===== src/rtl/hazard_unit_pkg.sv =====
// ----------------------------------------------------------------------------
// Module   : hazard_unit_pkg
// Brief    : Shared encodings, scoreboard entry type and helpers for hazard_unit
// Revision : 1.0 - initial release
// ----------------------------------------------------------------------------
`default_nettype none

package hazard_unit_pkg;

  // Multi-cycle Execute operations; everything from ALU_MUL to ALU_SDIV is long.
  localparam logic [5:0] ALU_MUL   = 6'b100111;
  localparam logic [5:0] ALU_MLA   = 6'b101000;
  localparam logic [5:0] ALU_MLS   = 6'b101001;
  localparam logic [5:0] ALU_UMULL = 6'b101010;
  localparam logic [5:0] ALU_UMLAL = 6'b101011;
  localparam logic [5:0] ALU_SMULL = 6'b101100;
  localparam logic [5:0] ALU_SMLAL = 6'b101101;
  localparam logic [5:0] ALU_UDIV  = 6'b101110;
  localparam logic [5:0] ALU_SDIV  = 6'b101111;

  localparam logic [1:0] FWD_RF = 2'b00;
  localparam logic [1:0] FWD_W  = 2'b01;
  localparam logic [1:0] FWD_M  = 2'b10;

  typedef enum logic [0:0] {
    LOP_IDLE = 1'b0,
    LOP_BUSY = 1'b1
  } lopState_t;

  typedef struct packed {
    logic       valid;
    logic [3:0] ra1;
    logic [3:0] ra2;
    logic [3:0] wa3;
  } sbEntry_t;

  function automatic logic isLongOp(input logic [5:0] op);
    return (op >= ALU_MUL) && (op <= ALU_SDIV);
  endfunction

  function automatic logic isDivOp(input logic [5:0] op);
    return (op == ALU_UDIV) || (op == ALU_SDIV);
  endfunction

  // M has priority over W so the youngest producer wins.
  function automatic logic [1:0] fwdSel(
    input logic [3:0] ra,
    input sbEntry_t   entM,
    input logic       regWriteM,
    input sbEntry_t   entW,
    input logic       regWriteW
  );
    if (entM.valid && regWriteM && (ra == entM.wa3))
      return FWD_M;
    else if (entW.valid && regWriteW && (ra == entW.wa3))
      return FWD_W;
    else
      return FWD_RF;
  endfunction

endpackage

`default_nettype wire


===== src/rtl/hazard_unit_longop_sequencer.sv =====
// ----------------------------------------------------------------------------
// Module   : longop_sequencer
// Brief    : Holds Execute for the full latency of a multiply/divide operation
// Revision : 1.0 - initial release
// ----------------------------------------------------------------------------
`default_nettype none

module longop_sequencer
  import hazard_unit_pkg::*;
#(
  parameter int LAT_W = 4,
  parameter int CNT_W = 3
) (
  input  logic             clk,
  input  logic             reset,
  input  logic             longE,
  input  logic [LAT_W-1:0] lat,
  output logic             lstall
);

  lopState_t        r_state;
  logic [CNT_W-1:0] r_cnt;
  logic [LAT_W-1:0] w_latM2;

  // The detection cycle is the first stall cycle, so the counter starts at LAT-2.
  assign w_latM2 = lat - LAT_W'(2);

  always_ff @(posedge clk or negedge reset) begin
    if (!reset) begin
      r_state <= LOP_IDLE;
      r_cnt   <= '0;
    end else begin
      case (r_state)
        LOP_IDLE: begin
          if (longE) begin
            r_state <= LOP_BUSY;
            r_cnt   <= w_latM2[CNT_W-1:0];
          end
        end
        LOP_BUSY: begin
          if (r_cnt != '0)
            r_cnt <= r_cnt - CNT_W'(1);
          else
            r_state <= LOP_IDLE;
        end
        default: begin
          r_state <= LOP_IDLE;
          r_cnt   <= '0;
        end
      endcase
    end
  end

  always_comb begin
    lstall = 1'b0;
    case (r_state)
      LOP_IDLE: lstall = longE;
      LOP_BUSY: lstall = (r_cnt != '0);
      default:  lstall = 1'b0;
    endcase
  end

endmodule

`default_nettype wire


===== src/rtl/hazard_unit.sv =====
// ----------------------------------------------------------------------------
// Module   : hazard_unit
// Brief    : Stall, flush and forwarding control for the 5-stage core
// Revision : 1.0 - initial release
// ----------------------------------------------------------------------------
`default_nettype none

module hazard_unit
  import hazard_unit_pkg::*;
#(
  parameter int MUL_LAT = 3,
  parameter int DIV_LAT = 8
) (
  input  logic       clk,
  input  logic       reset,
  input  logic [3:0] RA1D,
  input  logic [3:0] RA2D,
  input  logic [3:0] WA3D,
  input  logic       RegWriteM,
  input  logic       RegWriteW,
  input  logic       MemtoRegE,
  input  logic       PCWrPendingF,
  input  logic       BranchTakenE,
  input  logic       PCSrcW,
  input  logic [5:0] ALUControlE,
  output logic [1:0] ForwardAE,
  output logic [1:0] ForwardBE,
  output logic       StallF,
  output logic       StallD,
  output logic       StallE,
  output logic       FlushD,
  output logic       FlushE,
  output logic       BubbleM
);

  localparam int MAX_LAT = (MUL_LAT > DIV_LAT) ? MUL_LAT : DIV_LAT;
  localparam int LAT_W   = $clog2(MAX_LAT + 1);
  localparam int CNT_W   = $clog2(MAX_LAT);

  localparam logic [LAT_W-1:0] C_MUL_LAT = LAT_W'(MUL_LAT);
  localparam logic [LAT_W-1:0] C_DIV_LAT = LAT_W'(DIV_LAT);

  sbEntry_t         r_sbE;
  sbEntry_t         r_sbM;
  sbEntry_t         r_sbW;
  sbEntry_t         w_sbD;
  logic             w_ldstall;
  logic             w_longE;
  logic             w_lstall;
  logic             w_flushE;
  logic [LAT_W-1:0] w_lat;

  assign w_sbD = '{valid: 1'b1, ra1: RA1D, ra2: RA2D, wa3: WA3D};

  // Scoreboard mirrors the pipeline registers; M takes a bubble while E is held.
  always_ff @(posedge clk or negedge reset) begin
    if (!reset) begin
      r_sbE <= '0;
      r_sbM <= '0;
      r_sbW <= '0;
    end else begin
      r_sbW <= r_sbM;
      if (w_lstall) begin
        r_sbM <= '0;
      end else begin
        r_sbM <= r_sbE;
        r_sbE <= w_flushE ? '0 : w_sbD;
      end
    end
  end

  always_comb begin
    w_ldstall = r_sbE.valid && MemtoRegE &&
                ((RA1D == r_sbE.wa3) || (RA2D == r_sbE.wa3));
    w_longE   = r_sbE.valid && isLongOp(ALUControlE);
    w_lat     = isDivOp(ALUControlE) ? C_DIV_LAT : C_MUL_LAT;
  end

  longop_sequencer #(
    .LAT_W (LAT_W),
    .CNT_W (CNT_W)
  ) u_longop_sequencer (
    .clk    (clk),
    .reset  (reset),
    .longE  (w_longE),
    .lat    (w_lat),
    .lstall (w_lstall)
  );

  // A held long op must survive a load-use hit from D, so lstall masks FlushE.
  assign w_flushE = (w_ldstall || BranchTakenE) && !w_lstall;

  always_comb begin
    ForwardAE = fwdSel(r_sbE.ra1, r_sbM, RegWriteM, r_sbW, RegWriteW);
    ForwardBE = fwdSel(r_sbE.ra2, r_sbM, RegWriteM, r_sbW, RegWriteW);
    StallF    = w_ldstall || PCWrPendingF || w_lstall;
    StallD    = w_ldstall || w_lstall;
    StallE    = w_lstall;
    BubbleM   = w_lstall;
    FlushD    = PCWrPendingF || PCSrcW || BranchTakenE;
    FlushE    = w_flushE;
  end

endmodule

`default_nettype wire

===== config.mk =====
export PLATFORM = sky130hd
export DESIGN_NAME = hazard_unit
export DESIGN_NICKNAME = d
export VERILOG_FILES = /design/src/rtl/hazard_unit_pkg.sv /design/src/rtl/hazard_unit_longop_sequencer.sv /design/src/rtl/hazard_unit.sv
export SDC_FILE = /design/constraint.sdc
export NUM_CORES = 1
export LEC_CHECK = 0
export ABC_AREA = 1
export CORE_MARGIN = 3
export CORE_UTILIZATION = 48
export DETAILED_ROUTE_END_ITERATION = 7
export DONT_BUFFER_PORTS = 1
export PLACE_DENSITY_LB_ADDON = 0.25
export SLEW_MARGIN = 10
export SYNTH_ARGS = -nofsm -noshare
export SYNTH_HDL_FRONTEND = slang
export SYNTH_HIERARCHICAL = 1
export SYNTH_SLANG_ARGS = --single-unit
export TNS_END_PERCENT = 1

===== constraint.sdc =====
create_clock -name clk -period 3.49 [get_ports clk]
set_input_delay 0.698 -clock clk [delete_from_list [all_inputs] [get_ports clk]]
set_output_delay 0.698 -clock clk [all_outputs]
set_load 0.01 [all_outputs]

==> reports/qor.yml, run 1 <==
drt_pre_antenna_iters: 4
ys_seq_area_share_pct: 43.9
total_power_mw: 1.20
cts_htree_levels: 1
die_x_um: 62.6
grt_pass1_vias: 1119
post_cts_buffers: 0
dr_wl_met2_um: 1340
fp-row-count: 19
diodes: 0
met1_length_um: 1390
r2r_slack_ns: 1.95
fin_crit_ns: 2.45
synth_warnings: 6
timing.rr.start: "r_sbE[12]"
insertion_delay_ns: 0.33
intPower_uw: 679
vias: 1186
die_y_um: 62.6
ioPinCount: 36
drv_cap: 0
power_switching_uw: 517
wl_um: 2940
synth.avg_cell_area_um2: 7.78
grt_usage_pct: 15.8
grt_max_degree: 28
r2r_cells: 7
finalSetupTns_ns: 0
start_kind: "input pin"
cts_tree: "done"
cts.reportedPaths.clkPinSlew_ns: 0.15
hp-class: "input pin to async pin"
drc: 0
antenna_found_initial: 0
hold_violations: 0
peakVddDrop_mv: 0.400
cts.path.max_buffers: 2
fin_nets: 228
wl_met3_um: 194
area_growth_syn_to_layout_pct: 4.31
r2r-end: "u_longop_sequencer/r_cnt[1]"
crit_fanout: 26
p_clk_share_pct: 11.6
cts_sinks: 27
gr-total-overflow: 0
drv_slew: 0
grt_pass1_wl_um: 5100
design_area_um2: 1610
start_util_pct: 53.1
clock_skew_ns: 0.00631
combPwrFrac_pct: 42.8
setup_viol_count_final: 0
drive_gt1_share_pct: 11.6
hold_buffers: 0
synth.distinct_cells: 25
vias_per_cell: 4.92
crit_type: "input pin to output port"
p_leak_nw: 0.858
cts-root-buf: "clkbuf_4"
endpoint_kind: "output port"
crit_start: "ALUControlE[2]"
pre_cts_ws_ns: 1.02
critPathArrivalTime_ns: 1.75
routedWlPerCell_um: 12.2
syn-cell-area_um2: 1540
syn-instance-count: 198
worstPathRequired_ns: 2.79
portBuffers: 0
tightest_slew_ns: 0.697
ys_seq_elements: 27
place_area_um2: 1570
rsz0062_at_grt: "false"
top_layer_used: "met4"
ant_nets: 0
die-area_um2: 3920
drt_iter0_drc: 34
post-route-period-util_pct: 70.2
place_congestion: 0.853
final_cells: 241
status: "completed"
power_density_nw_per_um2: 744
dp_hpwl_um: 2210
cp-endpoint: "FlushE"
ctsResizeCount: 0
core_um2: 2900
slew_headroom_pct: 53.4
place_inst: 236
seqPwrFrac_pct: 45.6
fmax_mhz: 408
numCtsBuffers: 3
finalWorstSetupSlack_ns: 1.04
p_sw_share_pct: 43.2
worst min path at each step:
| stage | endpoint | slack [ns] | cells after the start |
|---|---|---|---|
| global route | r_sbE[3] | 0.01 | 0 |
| global placement | r_sbW[12] | 0.37 | 0 |
| CTS | u_longop_sequencer/r_cnt[0] | 0.02 | 0 |
| finish | r_sbE[3] | 0.04 | 0 |
| detailed placement | r_sbW[12] | 0.38 | 0 |
| floorplan | r_sbW[12] | 0.35 | 0 |
final cells by class:
cell class	instances	area [um2]
Tap cell	42	52.6
Multi-Input combinational cell	139	729
Clock inverter	1	7.51
Clock buffer	3	22.5
Sequential cell	27	676
Inverter	27	101
Fill cell	301	1290
Timing Repair Buffer	2	17.5
power groups by stage:
stage	Combinational, mW	Sequential (mW)	Clock (mW)
2_1_floorplan	0.446	0.526	0
3_3_place_gp	0.496	0.544	0
3_5_place_dp	0.514	0.553	0
4_1_cts	0.516	0.546	0.145
5_1_grt	0.592	0.568	0.157
6_report	0.512	0.546	0.138
cells by family after synthesis:
group	after synthesis	synth area share (%)
AO/OA/AOI/OAI	7	3.25
XOR/XNOR	15	8.53
adder cells (fa/ha/maj)	2	1.62
buffers and inverters	33	9.02
flip-flops	27	43.9
other	1	0.243
AND/OR/NAND/NOR	113	33.5
metrics by stage:
step	util, %	hold slack (ns)
floorplan	-	0.354
global placement	54.0	0.368
detailed placement	54.0	0.384
CTS	55.0	0.0242
global route	55.4	0.0143
finish	55.4	0.0373
cells in the mapped netlist:
library cell | n | area share [%]
nor3_1 | 2 | 0.65
buf_1 | 1 | 0.24
nand3_1 | 6 | 1.9
a221oi_1 | 1 | 0.57
nand2_4 | 3 | 2.2
nand4_1 | 16 | 6.5
conb_1 | 1 | 0.24
nand2_1 | 67 | 16
ha_1 | 2 | 1.6
nand3_2 | 1 | 0.65
nor2_1 | 13 | 3.2
xor2_1 | 4 | 2.3
nor4_1 | 1 | 0.41
xnor2_1 | 11 | 6.3
buf_2 | 3 | 0.97
a21oi_2 | 1 | 0.57
o21ai_2 | 2 | 1.1
inv_2 | 8 | 1.9
dfrtp_1 | 27 | 44
or2_0 | 1 | 0.41
buf_4 | 1 | 0.49
nand2_2 | 3 | 1.2
o21ai_1 | 3 | 0.97
buf_6 | 1 | 0.73
inv_1 | 19 | 4.6
flip-flops by register name, indices dropped and copies added (netlist names):
register / count
r_sbE: 13
r_sbM: 5
r_sbW: 5
u_longop_sequencer/r_cnt: 3
u_longop_sequencer/r_state: 1
layer usage:
metal / up-vias / track usage [%]
met5: - / 0
met4: 0 / 3.03
met3: 2 / 4.86
met2: 40 / 24.6
met1: 524 / 21.7
li1: 620 / -
cell usage in the layout (no fill, tap or decap), types with 2 or more instances in the layout:
master     n
nand3_1    6
o21ai_2    2
xnor2_1   11
ha_1       2
nand2_1   67
inv_2      8
nor3_1     2
nand4_1   16
conb_1     2
xor2_1     4
inv_1     19
clkbuf_4   3
dfrtp_1   27
nand2_2    3
nand2_4    3
o21ai_1    3
nor2_1    13
critical path: stages:
cell and delay [ns]:
nand4_1 0.08, a221oi_1 0.39, nand2_4 0.10, nand2_4 0.08, buf_4 0.30, a21oi_2 0.09
Power figures use the tool's default switching activity.
==> run 2, diff against run 1 <==
==> constraint.sdc (replaced) <==
create_clock -name clk -period 2.01 [get_ports clk]
set_input_delay 0.402 -clock clk [delete_from_list [all_inputs] [get_ports clk]]
set_output_delay 0.402 -clock clk [all_outputs]
set_load 0.01 [all_outputs]
==> run 2 against run 1 <==
  * Combinational power increased by 95%
  * Critical path type is now register to output port
  * Hold slack gained 0.17 ns
  * Count of clock-buffer cells in the layout is 1 higher
  * Non-clock buffer count rose by 10
  * Critical endpoint is now StallF
  * Power is 82% higher
  * Largest cell class unchanged
  * Utilization grew 4.2 points
  * Highest routed layer unchanged
  * Critical path depth up 1
  * Sequential power is 74% higher
  * Setup slack got worse by 0.94 ns
  * Cell count up 4.1%
==> reports/qor.yml, run 2 (synthesis results as in run 1) <==
vias: 1250  # +5.4%
crit_fanout: 16  # -38%
diodes: 0  # unchanged
cts_tree: "done"
largest_reg_flops: 13  # unchanged
cts-root-buf: "clkbuf_4"
start_util_pct: 53.1  # unchanged
final_cells: 251  # +4.1%
hp-class: "input pin to register"
setup_viol_count_final: 0  # unchanged
numCtsBuffers: 3  # unchanged
place_congestion: 0.798  # -6.4%
die_x_um: 62.6  # unchanged
drt_pre_antenna_iters: 5  # +1
fin_crit_ns: 1.91
layout_common_cells: "nand2_1, dfrtp_1, inv_1"
cts_htree_levels: 1  # unchanged
antenna_found_initial: 0  # unchanged
endpoint_kind: "output port"
top_register: "r_sbE"
place_inst: 238  # +0.85%
grt_usage_pct: 16.5  # +0.73 points
portBuffers: 0  # unchanged
fin_nets: 238  # +4.4%
die-area_um2: 3920  # unchanged
power_density_nw_per_um2: 1260  # +69%
finalSetupTns_ns: 0  # unchanged
cts_sinks: 27  # unchanged
grt_max_degree: 28  # unchanged
design_area_um2: 1730  # +7.6%
gr-total-overflow: 0  # unchanged
mostFrequentLayoutCell: "nand2_1"
drv_slew: 0  # unchanged
cts.reportedPaths.clkPinSlew_ns: 0.14  # about the same
clock_skew_ns: 0.00287  # -0.00344 ns
fp-row-count: 19  # unchanged
post-route-period-util_pct: 95.1
insertion_delay_ns: 0.32  # about the same
fmax_mhz: 523
cts.path.max_buffers: 2  # unchanged
reg.largest.list: "r_sbE: 13 flops, r_sbM: 5 flops, r_sbW: 5 flops"
drc: 0  # unchanged
hold_violations: 0  # unchanged
routedWlPerCell_um: 12.2  # -0.23%
rsz0062_at_grt: "true"
status: "completed"
die_y_um: 62.6  # unchanged
worstPathRequired_ns: 1.61  # -1.18 ns
crit_type: "register to output port"
place_area_um2: 1580  # +0.96%
area_growth_syn_to_layout_pct: 12.3
grt_pass1_vias: 1213  # +8.4%
vias_per_cell: 4.98  # +1.2%
start_kind: "register"
dp_hpwl_um: 2300  # +3.8%
total_power_mw: 2.18  # +82%
critPathArrivalTime_ns: 1.51  # -0.24 ns
ant_nets: 0  # unchanged
grt_pass1_wl_um: 5250  # +3.0%
ioPinCount: 36  # unchanged
drive_gt1_share_pct: 17.2  # +5.7 points
p_leak_nw: 0.904  # +5.3%
peakVddDrop_mv: 0.730  # +82%
drt_iter0_drc: 41  # +21%
core_um2: 2900  # unchanged
drv_cap: 0  # unchanged
nFillCells: 274  # -9.0%
wl_um: 3060  # +3.9%
==> run 2: area by class of cell <==
cell class | count | area, um2 | share of cell area [%]
clock buffer | 4 | 26.3 | 1.52
tap | 42 | 52.6 | 3.04
timing repair buffer | 12 | 109 | 6.30
inverter | 27 | 109 | 6.30
sequential | 27 | 676 | 39.1
multi-input combinational | 139 | 757 | 43.8
==> run 2: path summary, 6_finish.rpt <==
path	startpoint	slack, ns	depth (start not counted)	end
worst max-delay path	u_longop_sequencer/r_cnt[0]	0.1	7	StallF
worst min register to register	r_sbM[12]	0.40	0	r_sbW[12]
worst max register to register	r_sbE[0]	0.52	11	r_sbE[9]
min in group asynchronous	reset	0.53	2	r_sbW[3]
max in group asynchronous	reset	1.34	2	r_sbE[1]
worst min-delay path	WA3D[3]	0.21	2	r_sbE[3]
==> run 2: timing repair <==
action,in CTS,in global routing
pin swaps,0,6
hold endpoints to repair,27,0
buffers inserted,0,7
hold buffers,2,0
setup endpoints to repair,2,4
gates resized for setup,2,8
==> run 2: stage by stage <==
step / setup WS [ns] / hold slack, ns / utilization, %
after floorplan: -0.0418 / 0.106 / -
after global placement: 0.242 / 0.107 / 54.5
after detailed placement: 0.212 / 0.108 / 54.5
after CTS: 0.0310 / 0.204 / 56.8
after global routing: -0.0523 / 0.180 / 59.6
final: 0.0979 / 0.209 / 59.6
==> run 2: worst max-delay path, cell delays in order (launching register included) <==
cell,delay [ns]
dfrtp_1,0.42
inv_2,0.09
ha_1,0.16
nand2_2,0.06
nand2_2,0.09
nand2_4,0.12
inv_8,0.12
nand3_1,0.14
==> run 2: routing by layer <==
layer / vias to the layer above / wire length [um] / GRT usage, %
met3: 4 / 160 / 3.42
li1: 643 / - / -
met1: 574 / 1410 / 21.1
met2: 29 / 1460 / 27.7
met4: 0 / 25 / 5.79
met5: - / 0 / 0
==> run 2: power by group <==
group	leakage, nW	total [mW]	switching, mW	internal [mW]
Clock	0.0150	0.230	0.153	0.0776
Sequential	0.349	0.952	0.205	0.747
Combinational	0.540	0.997	0.574	0.423
Total	0.904	2.18	0.932	1.25
==> run 3, diff against run 2 <==
--- a/config.mk
+++ b/config.mk
@@ -8,12 +8,12 @@
 export ABC_AREA = 1
 export CORE_MARGIN = 3
 export CORE_UTILIZATION = 48
+export CTS_CLUSTER_DIAMETER = 30
 export DETAILED_ROUTE_END_ITERATION = 7
 export DONT_BUFFER_PORTS = 1
 export PLACE_DENSITY_LB_ADDON = 0.25
 export SLEW_MARGIN = 10
 export SYNTH_ARGS = -nofsm -noshare
 export SYNTH_HDL_FRONTEND = slang
-export SYNTH_HIERARCHICAL = 1
 export SYNTH_SLANG_ARGS = --single-unit
 export TNS_END_PERCENT = 1
==> run 3 against run 2 <==
  * Clock power about the same
  * Setup slack got worse by 0.021 ns
  * Clock skew increased by 0.0011 ns
  * Power decreased by 20%
  * Critical path depth unchanged
  * Register-to-register slack improved by 0.09 ns
  * Highest routed layer unchanged
  * Synthesized area decreased by 1.9%
  * Hold slack improved by 0.0051 ns
  * First-iteration DRC count decreased by 7.3%
==> reports/qor.yml, run 3 <==
p_leak_nw: 0.847  # -6.3%
cts.reportedPaths.clkPinSlew_ns: 0.14  # about the same
dp_hpwl_um: 2360  # +2.8%
holdWs_ns: 0.214  # +0.00508 ns
area_growth_syn_to_layout_pct: 5.55
portBuffers: 0  # unchanged
insertion_delay_ns: 0.32  # about the same
die_x_um: 62.1  # -0.89%
diodes: 0  # unchanged
fin_nets: 232  # -2.5%
grt_pass1_wl_um: 4990  # -5.0%
die-area_um2: 3860  # -1.8%
final_cells: 245  # -2.4%
endpoint_kind: "output port"
ys_async_sr_fraction_pct: 100  # unchanged
drive_gt1_share_pct: 7.88  # -9.3 points
drv_slew: 0  # unchanged
numCtsBuffers: 3  # unchanged
grt_usage_pct: 17.7  # +1.2 points
synth_edf_count: 0  # unchanged
drt_iter0_drc: 38  # -7.3%
antenna_found_initial: 0  # unchanged
synth_warnings: 0  # -6
start_kind: "register"
cts-root-buf: "clkbuf_4"
critPathArrivalTime_ns: 1.53  # +0.02 ns
tightest_slew_ns: 0.410
met1_length_um: 1310  # -7.2%
syn-instance-count: 201  # +1.5%
start_util_pct: 52.5  # -0.61 points
cts_sinks: 27  # unchanged
ioPinCount: 36  # unchanged
wl_um: 2980  # -2.4%
synthFlopType: "dfrtp_1"
yosys.area.top_type_share_pct: 44.7  # +0.87 points
post-route-period-util_pct: 96.1  # +1.0 points
top_register: "r_sbE"
syn-cell-area_um2: 1510  # -1.9%
fp-row-count: 19  # unchanged
total_power_mw: 1.74  # -20%
ant_nets: 0  # unchanged
fin_crit_ns: 1.93  # +0.0205 ns
place_inst: 239  # +0.42%
yosysTopAreaCell: "dfrtp_1"
synthTopCellsByCount: "nand2_1, dfrtp_1, inv_1, nor2_1, nand4_1"
dr_wl_met2_um: 1450  # -1.1%
reg.largest.list: "r_sbE: 13 flops, r_sbM: 5 flops, r_sbW: 5 flops"
drv_cap: 0  # unchanged
drt_pre_antenna_iters: 4  # -1
place_area_um2: 1530  # -3.3%
worstPathRequired_ns: 1.61  # about the same
vias_per_cell: 5.01  # +0.56%
rsz0062_at_grt: "true"
cts_tree: "done"
peakVddDrop_mv: 0.674  # -7.6%
synth_nets: 229
drc: 0  # unchanged
gr-total-overflow: 0  # unchanged
hp-class: "input pin to register"
core_um2: 2880  # -0.82%
layout_common_cells: "nand2_1, inv_1, dfrtp_1"
power_density_nw_per_um2: 1090  # -13%
ys_seq_elements: 27  # unchanged
slew_headroom_pct: 72.6
grt_max_degree: 28  # unchanged
clock_skew_ns: 0.00393  # +0.00107 ns
top_layer_used: "met4"
synth.area.top_cells: "dfrtp_1, nand2_1, inv_1"
fmax_mhz: 517  # -1.1%
status: "completed"
cts_htree_levels: 1  # unchanged
ys_seq_area_share_pct: 44.7  # +0.87 points
synth.distinct_cells: 25  # unchanged
grt_pass1_vias: 1171  # -3.5%
largest_reg_flops: 13  # unchanged
crit_type: "register to output port"
design_area_um2: 1590  # -7.8%
vias: 1227  # -1.8%
cts.path.max_buffers: 2  # unchanged
synth.avg_cell_area_um2: 7.51  # -3.4%
crit_fanout: 17  # +1
mostFrequentLayoutCell: "nand2_1"
post_cts_buffers: 0  # unchanged
place_congestion: 0.821  # +2.9%
die_y_um: 62.1  # -0.89%
yosysMostFrequentCell: "nand2_1"
wl_met3_um: 212  # +33%
setup_viol_count_final: 0  # unchanged
hold_violations: 0  # unchanged
routedWlPerCell_um: 12.2  # about the same
==> run 3: critical path, stage by stage, from the launching register on <==
cell	delay, ns
dfrtp_1	0.39
inv_1	0.11
ha_1	0.16
nand2_1	0.05
nand2_1	0.09
nand2_4	0.12
inv_6	0.14
nand3_1	0.14
==> run 3: where the power goes <==
part / switching (mW) / internal [mW]
clock network: 0.156 / 0.0759
registers: 0.141 / 0.704
logic: 0.417 / 0.250
total: 0.713 / 1.03
==> run 3: layout make-up <==
| class | count | area (um2) |
|---|---|---|
| Inverter | 31 | 121 |
| Multi-Input combinational cell | 137 | 669 |
| Clock buffer | 3 | 22.5 |
| Fill cell | 275 | 1280 |
| Clock inverter | 1 | 7.51 |
| Sequential cell | 27 | 676 |
| Timing Repair Buffer | 4 | 45.0 |
| Tap cell | 42 | 52.6 |
==> run 3: per-layer routing <==
layer  global-route usage (%)  vias to the layer above
met5                        0                        -
li1                         -                      637
met3                     4.55                        2
met1                     22.8                      553
met2                     29.0                       35
met4                     5.76                        0
==> run 3: stage by stage <==
stage,setup TNS [ns],util [%],setup slack [ns]
final,0,55.4,0.0774
after global routing,-0.312,55.4,-0.0709
after CTS,0,55.2,0.0267
after detailed placement,0,53.2,0.413
after global placement,0,53.2,0.479
after floorplan,0,-,0.421
==> run 3: what timing repair did <==
action | 4_1_cts | 5_1_grt
hold endpoints to repair | 27 | 0
resized for setup | 0 | 2
hold buffers | 2 | 0
endpoints found under the setup margin | 0 | 7
==> run 3: worst paths after layout <==
kind	slack, ns	to	depth (start not counted)	startpoint
setup / recovery	0.08	StallF	7	u_longop_sequencer.r_cnt[0]
hold / removal	0.21	r_sbE[3]	2	WA3D[3]
hold reg to reg	0.39	r_sbW[12]	0	r_sbM[12]
setup reg to reg	0.61	u_longop_sequencer.r_cnt[2]	7	u_longop_sequencer.r_cnt[0]
max in group asynchronous	1.37	r_sbM[3]	2	reset
min in group asynchronous	0.49	r_sbW[2]	2	reset
==> run 3: cells by family (layout without fill, tap and decap cells) <==
logic type | count (synthesis) | count (layout) | synth area share, %
AND/OR/NAND/NOR | 109 | 109 | 31.2
buffers and inverters | 37 | 39 | 11.1
flip-flops | 27 | 27 | 44.7
AO/OA/AOI/OAI | 19 | 19 | 7.21
XOR/XNOR | 7 | 7 | 4.06
adder cells (fa/ha/maj) | 2 | 2 | 1.66
